`src/rtl/ascon_tx_framer_if.sv`:
```
// ASCON transmitter framer bus: record load handshake
// plus the byte-stream valid/ready link side.
interface ascon_tx_framer_if;
   logic        load_valid;
   logic        load_ready;
   logic [63:0] n0;
   logic [63:0] n1;
   logic [63:0] ct0;
   logic [63:0] ct1;
   logic [63:0] tag0;
   logic [63:0] tag1;
   logic [7:0]  byte_out;
   logic        byte_valid;
   logic        byte_ready;
   logic        busy;
   logic        frame_done;

   modport master (
      output load_valid,
      output n0, n1, ct0, ct1, tag0, tag1,
      output byte_ready,
      input  load_ready,
      input  byte_out,
      input  byte_valid,
      input  busy,
      input  frame_done
   );

   modport slave (
      input  load_valid,
      input  n0, n1, ct0, ct1, tag0, tag1,
      input  byte_ready,
      output load_ready,
      output byte_out,
      output byte_valid,
      output busy,
      output frame_done
   );
endinterface

```
`src/rtl/ascon_tx_framer.sv`:
```
// ASCON tx framer: captures one encrypted record and sends
// SYNC, LEN, 48 payload bytes and an XOR checksum byte.
module ascon_tx_framer (
   input  logic             clk,
   input  logic             rst,
   ascon_tx_framer_if.slave bus
);
   localparam logic [7:0] SYNC_BYTE = 8'hA5;
   localparam logic [7:0] LEN_BYTE  = 8'h30;
   localparam logic [5:0] LAST_IDX  = 6'd50;
   localparam logic [5:0] FIRST_PAY = 6'd2;

   typedef enum logic {IDLE, SEND} state_t;

   state_t       state_q, state_d;
   logic [5:0]   idx_q, idx_d;
   logic [383:0] pay_q, pay_d;
   logic [7:0]   csum_q, csum_d;
   logic         done_q, done_d;

   always_ff @(posedge clk) begin
      if (rst) begin
         state_q <= IDLE;
         idx_q   <= '0;
         pay_q   <= '0;
         csum_q  <= '0;
         done_q  <= 1'b0;
      end else begin
         state_q <= state_d;
         idx_q   <= idx_d;
         pay_q   <= pay_d;
         csum_q  <= csum_d;
         done_q  <= done_d;
      end
   end

   assign bus.frame_done = done_q;

   always_comb begin
      state_d        = state_q;
      idx_d          = idx_q;
      pay_d          = pay_q;
      csum_d         = csum_q;
      done_d         = 1'b0;
      bus.load_ready = 1'b0;
      bus.byte_valid = 1'b0;
      bus.busy       = 1'b0;
      bus.byte_out   = 8'h00;
      unique case (state_q)
         IDLE: begin
            bus.load_ready = 1'b1;
            if (bus.load_valid) begin
               pay_d   = {bus.n0, bus.n1,
                          bus.ct0, bus.ct1,
                          bus.tag0, bus.tag1};
               idx_d   = '0;
               csum_d  = '0;
               state_d = SEND;
            end
         end
         SEND: begin
            bus.byte_valid = 1'b1;
            bus.busy       = 1'b1;
            unique case (1'b1)
               idx_q == 6'd0:     bus.byte_out = SYNC_BYTE;
               idx_q == 6'd1:     bus.byte_out = LEN_BYTE;
               idx_q == LAST_IDX: bus.byte_out = csum_q;
               default:           bus.byte_out = pay_q[383:376];
            endcase
            if (bus.byte_ready) begin
               // payload is shifted out MSB-first so the head
               // byte is always pay_q[383:376]
               if (idx_q >= FIRST_PAY && idx_q < LAST_IDX) begin
                  csum_d = csum_q ^ pay_q[383:376];
                  pay_d  = {pay_q[375:0], 8'h00};
               end
               if (idx_q == LAST_IDX) begin
                  state_d = IDLE;
                  idx_d   = '0;
                  done_d  = 1'b1;
               end else begin
                  idx_d = idx_q + 6'd1;
               end
            end
         end
      endcase
   end
endmodule

```
`src/flat_wrapper.sv`:
```
// flat-port wrapper written by rule: the top's interface ports become plain ports
module ascon_tx_framer_flat 
  (clk, rst, bus_load_valid, bus_n0, bus_n1, bus_ct0, bus_ct1, bus_tag0, bus_tag1, bus_byte_ready, bus_load_ready, bus_byte_out, bus_byte_valid, bus_busy, bus_frame_done);
  ascon_tx_framer_if bus_i ();
  input  logic clk;
  input  logic rst;
  input wire logic [$bits(bus_i.load_valid)-1:0] bus_load_valid;
  input wire logic [$bits(bus_i.n0)-1:0] bus_n0;
  input wire logic [$bits(bus_i.n1)-1:0] bus_n1;
  input wire logic [$bits(bus_i.ct0)-1:0] bus_ct0;
  input wire logic [$bits(bus_i.ct1)-1:0] bus_ct1;
  input wire logic [$bits(bus_i.tag0)-1:0] bus_tag0;
  input wire logic [$bits(bus_i.tag1)-1:0] bus_tag1;
  input wire logic [$bits(bus_i.byte_ready)-1:0] bus_byte_ready;
  output wire logic [$bits(bus_i.load_ready)-1:0] bus_load_ready;
  output wire logic [$bits(bus_i.byte_out)-1:0] bus_byte_out;
  output wire logic [$bits(bus_i.byte_valid)-1:0] bus_byte_valid;
  output wire logic [$bits(bus_i.busy)-1:0] bus_busy;
  output wire logic [$bits(bus_i.frame_done)-1:0] bus_frame_done;
  assign bus_i.load_valid = bus_load_valid;
  assign bus_i.n0 = bus_n0;
  assign bus_i.n1 = bus_n1;
  assign bus_i.ct0 = bus_ct0;
  assign bus_i.ct1 = bus_ct1;
  assign bus_i.tag0 = bus_tag0;
  assign bus_i.tag1 = bus_tag1;
  assign bus_i.byte_ready = bus_byte_ready;
  assign bus_load_ready = bus_i.load_ready;
  assign bus_byte_out = bus_i.byte_out;
  assign bus_byte_valid = bus_i.byte_valid;
  assign bus_busy = bus_i.busy;
  assign bus_frame_done = bus_i.frame_done;
  ascon_tx_framer u_core (.clk(clk), .rst(rst), .bus(bus_i));
endmodule
```
`config.mk`:
```
export PLATFORM = sky130hd
export DESIGN_NAME = ascon_tx_framer_flat
export DESIGN_NICKNAME = d
export VERILOG_FILES = /design/src/rtl/ascon_tx_framer_if.sv /design/src/rtl/ascon_tx_framer.sv /design/src/flat_wrapper.sv
export SDC_FILE = /design/constraint.sdc
export NUM_CORES = 1
export LEC_CHECK = 0
export BUFFER_PORTS_ARGS = -buffer_cell sky130_fd_sc_hd__buf_2
export CAP_MARGIN = 20
export CORE_ASPECT_RATIO = 1.2
export CORE_MARGIN = 8
export CORE_UTILIZATION = 55
export CTS_BUF_LIST = sky130_fd_sc_hd__clkbuf_8
export DETAILED_ROUTE_END_ITERATION = 8
export PLACE_DENSITY_LB_ADDON = 0.25
export SLEW_MARGIN = 25
export SYNTH_ARGS = -nofsm -noshare
export SYNTH_HDL_FRONTEND = slang
export SYNTH_SLANG_ARGS = --single-unit
```
`constraint.sdc`:
```
create_clock -name clk -period 2.5 [get_ports clk]
set_input_delay 0.5 -clock clk [delete_from_list [all_inputs] [get_ports clk]]
set_output_delay 0.5 -clock clk [all_outputs]
set_load 0.01 [all_outputs]
```
; ---- Word-level counts from Yosys, hierarchy flattened
; Index checks and enable logic that the tools add are counted.
[totals]
register_bits = 400
input_bits = 388
out_inout_bits = 12
word_cells = 42
[classes]
add_sub_neg = 1
n_lt_le_gt_ge = 2
eq_ne = 5
muxes = 21
n_bitwise = 3
reduce_logical = 5
[op_table]
columns = operator, count
row1 = two-way mux 384 bit, 3
row2 = one-hot mux 384 bit (2 select lines), 1
row3 = two-way mux 8 bit, 4
row4 = one-hot mux 8 bit (3 select lines), 1
row5 = two-way mux 6 bit, 3
row6 = one-hot mux 8 bit (2 select lines), 1
row7 = one-hot mux 6 bit (2 select lines), 1
row8 = XOR 8 bit, 1
row9 = adder 6 x 1 -> 6 bit (second input constant), 1
row10 = == test 6 x 1 -> 1 bit (second input constant), 1
row11 = == test 6 bit (second input constant), 1
row12 = >= comparator 6 x 2 -> 1 bit (second input constant), 1
row13 = logical NOT 6 bit, 1
row14 = less-than comparator 6 bit (second input constant), 1
row15 = two-way mux 1 bit, 6
row16 = inequality test 2 bit (second input constant), 3
row17 = AND reduction 3 bit, 1
row18 = OR reduction 3 bit, 1
row19 = inverter 1 bit, 2
row20 = one-hot mux 1 bit (2 select lines), 1
row21 = AND reduction 2 bit, 1
row22 = logical AND 1 bit, 1

; ---- Logic depth before layout (Yosys ltp)
; Gate-level depths: netlist of the first run.
[logic_depth]
depth_word = 5
ltp_mapped = 7

; ---- Worst setup path before layout of the first run
; OpenSTA, ideal clock, no wires.
[synth_path]
path_type = reg-to-output
startpoint = register u_core.state_q
endpoint = output port bus_byte_out[5]
t_arrival_ps = 1580
required_ps = 2000
slack_ps = 420
path_stages_with_launch = 6
n_path_buf = 3
cell_sequence = dfxtp_1 -> buf_2 -> buf_2 -> buf_2 -> clkinv_1 -> a31oi_1
[synth_via]
elab_chain_len = 1
[synth_lines]
columns = item, line
row1 = "start, declared", ascon_tx_framer.sv:15  ; state_t state_q, state_d;
row2 = "start signal, assigned", ascon_tx_framer.sv:29  ; state_q <= state_d;
row3 = two-way mux 8 bit, ascon_tx_framer.sv:49  ; unique case (state_q)
row4 = "end, declared", flat_wrapper.sv:16  ; output wire logic [$bits(bus_i.byte_out)-1:0] bus_byte_out;
; No other way between the ends.

; ---- Final worst setup path of the first run
[layout_path]
startpoint = register u_core.idx_q[1]
endpoint = output port bus_byte_out[4]
[layout_via]
elab_chain_len = 3
word_cells_on_any_way = 5
classes_between = eq/ne: 2 / mux: 2 / reduce/logical: 1
[layout_lines]
columns = item, line
row1 = "start, declared", ascon_tx_framer.sv:16  ; logic [5:0] idx_q, idx_d;
row2 = "start signal, assigned", ascon_tx_framer.sv:30  ; idx_q <= idx_d;
row3 = "== test 6 bit, or another cell as far along", ascon_tx_framer.sv:67  ; idx_q == LAST_IDX: bus.byte_out = csum_q;
row4 = one-hot mux 8 bit (3 select lines) *, ascon_tx_framer.sv:64  ; unique case (1'b1)
row5 = two-way mux 8 bit *, ascon_tx_framer.sv:49
; Every way passes the cells marked *; elsewhere a longest branch is shown, timed or not.

==> impl_metrics.env, run 1 <==
export IMPL_drt_iter0_drc=1740
export IMPL_dieArea_um2=42500
export IMPL_routed_wl_met2_mm=30.0
export IMPL_whs_ns=0.129
export IMPL_ios=400
export IMPL_drt_met1_wl_mm=26.3
export IMPL_fp_row_count=76
export IMPL_ant_nets=0
export IMPL_cts_htree_levels=3
export IMPL_synth_edff_count=0
export IMPL_drtPass1Iterations=5
export IMPL_setup_viol=1
export IMPL_end_kind="primary output"
export IMPL_cts_root_buf="clkbuf_8"
export IMPL_maxSlewViolCount=0
export IMPL_cts_tree="built"
export IMPL_area_growth_pct=18.9
export IMPL_clock_sinks=400
export IMPL_hpwl_mm=39.2
export IMPL_port_buffers=399
export IMPL_cp_max_fo=5
export IMPL_core_area_um2=35800
export IMPL_netlist_instances=1952
export IMPL_ys_warn_count=0
export IMPL_synth_top_cell_area_share=0.403
export IMPL_gp_congestion=0.848
export IMPL_top_layer="met5"
export IMPL_violations="setup timing"
export IMPL_hold_path_class="in2reg"
export IMPL_finalClockSkew_ns=0.0313
export IMPL_pre_cts_slack_ns=0.312
export IMPL_start_util=0.556
export IMPL_synth_async_reset_ratio=0
export IMPL_syn_area_um2=19900
export IMPL_yosys_cell_types_count=43
export IMPL_wire_per_inst_um=23.2
export IMPL_hold_viol_final=0
export IMPL_ys_seq_area_frac=0.403
export IMPL_fillCellCount=2897
export IMPL_synth_seq_cells=400
export IMPL_relSlewSlack=0.410
export IMPL_synth_common_cells="dfxtp_1 (400), a211oi_1 (379), a311oi_1 (377)"
export IMPL_dr_wl_met3_mm=5.00
export IMPL_synthesis_nets=2344
export IMPL_drive_gt1_frac=0.266
export IMPL_avgSynthCellArea_um2=10.2
export IMPL_synth_area_top_cells="dfxtp_1 (40%), mux2i_1 (19%), a311oi_1 (17%)"
export IMPL_grt_pass1_wl_mm=98.5
export IMPL_clk_pin_slew_ns=0.06
export IMPL_antenna_found_initial=16
export IMPL_p_leak_nw=8.81
export IMPL_startpoint_type="register"
export IMPL_r2r_slack_ns=0.17
export IMPL_final_net_count=2579
export IMPL_fin_util=0.661
export IMPL_critPathKind="reg2out"
export IMPL_peakVddDrop_uv=430
export IMPL_required_ns=2.00
export IMPL_track_usage=0.275
export IMPL_fin_ws_ns=-0.00244
export IMPL_cts_hold_buffers=0
export IMPL_drv_cap=0
export IMPL_clockBufferDepth=3
export IMPL_synth_most_common_cell="dfxtp_1"
export IMPL_period_minus_slack_ns=2.50
export IMPL_tightest_slew_ns=0.886
export IMPL_p_per_area_nw_per_um2=677
export IMPL_arrival_ns=2.00
export IMPL_drc=0
export IMPL_die_height_um=224
export IMPL_vias=18700
export IMPL_grt_pass1_vias=18400
export IMPL_drt_wl_total_mm=63.1
export IMPL_fmax_ghz=0.400
export IMPL_finalCritPeriodShare=1.00
export IMPL_die_w_um=189
export IMPL_synth_main_ff_cell="dfxtp_1"
export IMPL_overflow=0
export IMPL_cts_buffers=66
export IMPL_rsz0062_at_grt="yes"
export IMPL_routed_via_density=6.88
export IMPL_synth_top_area_cell="dfxtp_1"
export IMPL_status="finished, violations left"
export IMPL_grt_max_degree=140
export IMPL_clk_insertion_delay_late_ns=0.60
[routing by layer]
metal | vias to the layer above | global-route usage
met2 | 847 | 0.440
met3 | 135 | 0.0650
met4 | 20 | 0.0937
li1 | 8569 | -
met5 | - | 0
met1 | 9096 | 0.359
[worst paths after layout]
kind | start | cells after the start | endpoint
max reg2reg | u_core.idx_q[1] | 7 | u_core.pay_q[217]
max | u_core.idx_q[1] | 7 | bus_byte_out[4]
min | bus_tag1[2] | 2 | u_core.pay_q[2]
min reg2reg | u_core.pay_q[4] | 1 | u_core.pay_q[4]
[state kept, by name, indices dropped and copies added (netlist names)]
| name | flops |
|---|---|
| u_core.pay_q | 384 |
| u_core.bus.frame_done | 1 |
| u_core.state_q | 1 |
| u_core.csum_q | 8 |
| u_core.idx_q | 6 |
[final cells by class]
class	count	area (um2)	area share
clock buffer	77	1060	0.0449
sequential	400	8020	0.340
timing repair buffer	468	2900	0.123
multi-input combinational	1246	10700	0.454
clock inverter	37	251	0.0106
tap	468	586	0.0248
antenna	14	35.0	0.00148
inverter	5	26.3	0.00111
[power by group]
group          switching (W)  internal (W)  leakage, nW
clock network        0.00267       0.00313        0.751
registers           0.000354       0.00696         3.32
logic                0.00162       0.00126         4.74
[cell families after synthesis]
kind of cell	share of synthesized area
compound gates	0.324
flops	0.403
mux	0.189
buf+inv	0.0631
simple gates	0.0167
fa+ha+maj	0.00252
xor+xnor	0.000882
[critical path, stage by stage (launching register included)]
cell and delay, ns:
dfxtp_4 0.36, buf_4 0.15, ha_4 0.16, nand4_1 0.18, buf_4 0.15, nand3b_1 0.09
a21oi_2 0.17, buf_2 0.16
[stage by stage]
| stage | cells | cell area, um2 | power (W) | TNS, ns |
|---|---|---|---|---|
| after detailed placement | 2580 | 22100 | 0.0103 | 0 |
| after global placement | 2580 | 22100 | 0.0102 | 0 |
| after CTS | 2697 | 23500 | 0.0160 | 0 |
| after floorplan | 1952 | 19900 | 0.00929 | 0 |
| after global routing | 2706 | 23600 | 0.0167 | -0.469 |
| final | 2715 | 23600 | 0.0160 | -0.00244 |
[cell usage in the layout, fill, tap and decap left out, types with 2 or more instances in the layout]
cell type and count:
buf_2 398, or3_1 6, bufinv_16 3, o21ai_0 8, nand2_4 2, dfxtp_2 4, clkinvlp_4 3, clkinv_2 6
a22o_1 8, buf_12 30, xnor2_1 2, nand3_2 4, a21oi_2 4, nor2_1 8, diode_2 14, nand2b_1 3
mux2i_1 376, buf_4 38, a31oi_1 2, clkbuf_8 77, dfxtp_1 393, inv_6 3, a21oi_1 13, dfxtp_4 3
ha_4 2, nor3b_1 2, nand3_1 14, a211oi_1 379, a311oi_1 377, nand2_1 10, inv_1 24
[timing repair]
action / 4_1_cts / 5_1_grt
pin swaps: 1 / 3
buffers inserted: 3 / 3
endpoints found under the setup margin: 8 / 8
resized for setup: 10 / 21
gates cloned: 0 / 1
(Power assumes the default switching activity.)
==> inputs of run 2 (changes only) <==
--- a/config.mk
+++ b/config.mk
@@ -7,9 +7,11 @@
 export LEC_CHECK = 0
 export BUFFER_PORTS_ARGS = -buffer_cell sky130_fd_sc_hd__buf_2
 export CAP_MARGIN = 20
+export CELL_PAD_IN_SITES_DETAIL_PLACEMENT = 0
+export CELL_PAD_IN_SITES_GLOBAL_PLACEMENT = 1
 export CORE_ASPECT_RATIO = 1.2
 export CORE_MARGIN = 8
-export CORE_UTILIZATION = 55
+export CORE_UTILIZATION = 44
 export CTS_BUF_LIST = sky130_fd_sc_hd__clkbuf_8
 export DETAILED_ROUTE_END_ITERATION = 8
 export PLACE_DENSITY_LB_ADDON = 0.25
==> impl_metrics.env, run 2 (synthesized netlist as in run 1, its figures left out) <==
export IMPL_seq_area_um2=8020
export IMPL_antenna_found_initial=11
export IMPL_final_common_cell="buf_2"
export IMPL_start_util=0.444
export IMPL_grt_pass1_vias=18700
export IMPL_dpl_cell_area_um2=22400
export IMPL_die_height_um=249
export IMPL_drive_gt1_frac=0.267
export IMPL_path_cells="inv_4 -> ha_4 -> nand4_1 -> buf_4 -> nand3b_1 -> a21oi_2 -> buf_2"
export IMPL_p_leak_nw=8.86
export IMPL_core_area_um2=44800
export IMPL_area_growth_pct=20.1
export IMPL_dieArea_um2=52200
export IMPL_holdCritStartpoint="bus_tag1[1]"
export IMPL_ant_nets=0
export IMPL_fin_util=0.533
export IMPL_cp_slowest_cell="dfxtp_4"
export IMPL_fp_row_count=85
export IMPL_pre_cts_slack_ns=0.266
export IMPL_vias=18400
export IMPL_cts_tree="built"
export IMPL_period_minus_slack_ns=2.45
export IMPL_cts_htree_levels=3
export IMPL_fin_ws_ns=0.0515
export IMPL_path_delay_family="flip-flops"
export IMPL_largest_reg_flops=384
export IMPL_relSlewSlack=0.303
export IMPL_track_usage=0.241
export IMPL_fillCellCount=4090
export IMPL_arrival_ns=1.95
export IMPL_r2r_slack_ns=0.06
export IMPL_largest_register="u_core.pay_q"
export IMPL_drc=0
export IMPL_clock_sinks=400
export IMPL_final_net_count=2597
export IMPL_cts_hold_buffers=0
export IMPL_tightest_slew_ns=1.05
export IMPL_r2r_end="u_core.bus.frame_done"
export IMPL_r2r_start="u_core.idx_q[0]"
export IMPL_hold_path_class="in2reg"
export IMPL_multi_input_area_um2=10700
export IMPL_cp_max_fo=4
export IMPL_grt_max_degree=130
export IMPL_drv_cap=0
export IMPL_cts_buffers=70
export IMPL_overflow=0
export IMPL_hold_viol_final=0
export IMPL_port_buffers=399
export IMPL_startpoint_type="register"
export IMPL_peakVddDrop_uv=341
export IMPL_critPathBufInv=3
export IMPL_hold_end="u_core.pay_q[1]"
export IMPL_wire_per_inst_um=23.6
export IMPL_die_w_um=210
export IMPL_whs_ns=0.0836
export IMPL_min_path_cells=2
export IMPL_drt_wl_total_mm=67.5
export IMPL_fmax_ghz=0.408
export IMPL_path_depth=7
export IMPL_gp_congestion=0.831
export IMPL_grt_pass1_wl_mm=104
export IMPL_maxSlewViolCount=0
export IMPL_status="finished clean"
export IMPL_setup_viol=0
export IMPL_p_per_area_nw_per_um2=666
export IMPL_finalClockSkew_ns=0.0180
export IMPL_max_stage_delay_ns=0.36
export IMPL_top_regs="u_core.pay_q: 384 flops, u_core.csum_q: 8 flops, u_core.idx_q: 6 flops"
export IMPL_clk_pin_slew_ns=0.07
export IMPL_clockBufferDepth=3
export IMPL_r2r_cells=16
export IMPL_clk_insertion_delay_late_ns=0.63
export IMPL_critPathKind="reg2out"
export IMPL_cts_root_buf="clkbuf_8"
export IMPL_finalCritPeriodShare=0.979
export IMPL_layout_common_cells="buf_2 (398), dfxtp_1 (393), a211oi_1 (379), a311oi_1 (377), mux2i_1 (376)"
export IMPL_ios=400
export IMPL_drt_iter0_drc=1535
export IMPL_required_ns=2.00
export IMPL_end_kind="primary output"
export IMPL_final_cell_area_um2=23900
export IMPL_routed_via_density=6.44
export IMPL_hpwl_mm=42.2
export IMPL_drtPass1Iterations=6
## run 2: cell types whose count changed in the layout (fill, tap and decap cells not counted), moves of 3 or more
cell      change
diode_2       -9
clkinv_2      -3
nand3_2       -3
inv_6         -3
nand3_1       +3
buf_4         +9
buf_12        +5
## run 2: worst reg2reg max path, delay by kind of cell (launching register included)
kind / cells / cell delay (ns)
flip-flops: 1 / 0.35
AND/OR/NAND/NOR: 2 / 0.27
buffers and inverters: 13 / 1.62
adder cells (fa/ha/maj): 1 / 0.15
## run 2: metal layers
| metal | routed length [um] | track usage | part of all wire | up-vias |
|---|---|---|---|---|
| met4 | 1470 | 0.0828 | 0.022 | 12 |
| li1 | - | - | - | 8570 |
| met1 | 29100 | 0.319 | 0.43 | 9086 |
| met3 | 4180 | 0.0479 | 0.062 | 87 |
| met2 | 32600 | 0.386 | 0.48 | 648 |
| met5 | 76 | 0 | 0.0011 | - |
## run 2: where the power goes
group	switching (W)	internal [W]
Sequential	0.000353	0.00696
Clock	0.00270	0.00293
Combinational	0.00165	0.00129
Total	0.00471	0.0112
## run 2: how the worst max path moves through the flow
stage | to | slack, ns | startpoint
2_1_floorplan | bus_byte_out[5] | 0.42 | u_core.state_q
3_3_place_gp | u_core.pay_q[253] | 0.33 | u_core.idx_q[2]
3_5_place_dp | u_core.pay_q[248] | 0.27 | u_core.idx_q[2]
4_1_cts | bus_byte_out[4] | 0.01 | u_core.idx_q[3]
5_1_grt | u_core.bus.frame_done | -0.009 | u_core.idx_q[0]
6_report | bus_byte_out[4] | 0.05 | u_core.idx_q[0]
## run 2: through the flow
stage / TNS [ns] / std cells / power, W
final: 0 / 2859 / 0.0159
after global placement: 0 / 2724 / 0.0103
after CTS: 0 / 2852 / 0.0160
after floorplan: 0 / 1952 / 0.00929
after detailed placement: 0 / 2724 / 0.0103
after global routing: -0.0159 / 2857 / 0.0166
## run 2: layout make-up
cell class / count / share of cell area
Clock inverter: 34 / 0.00760
Antenna cell: 5 / 0.000524
Clock buffer: 78 / 0.0450
Tap cell: 609 / 0.0319
Multi-Input combinational cell: 1246 / 0.449
Timing Repair Buffer: 482 / 0.129
Inverter: 5 / 0.00121
Sequential cell: 400 / 0.336
## run 2: timing repair
action / 4_1_cts / 5_1_grt
pin swaps: 4 / 6
setup endpoints to repair: 8 / 11
buffers inserted: 15 / 2
gates resized for setup: 20 / 9
cloned: 1 / 0
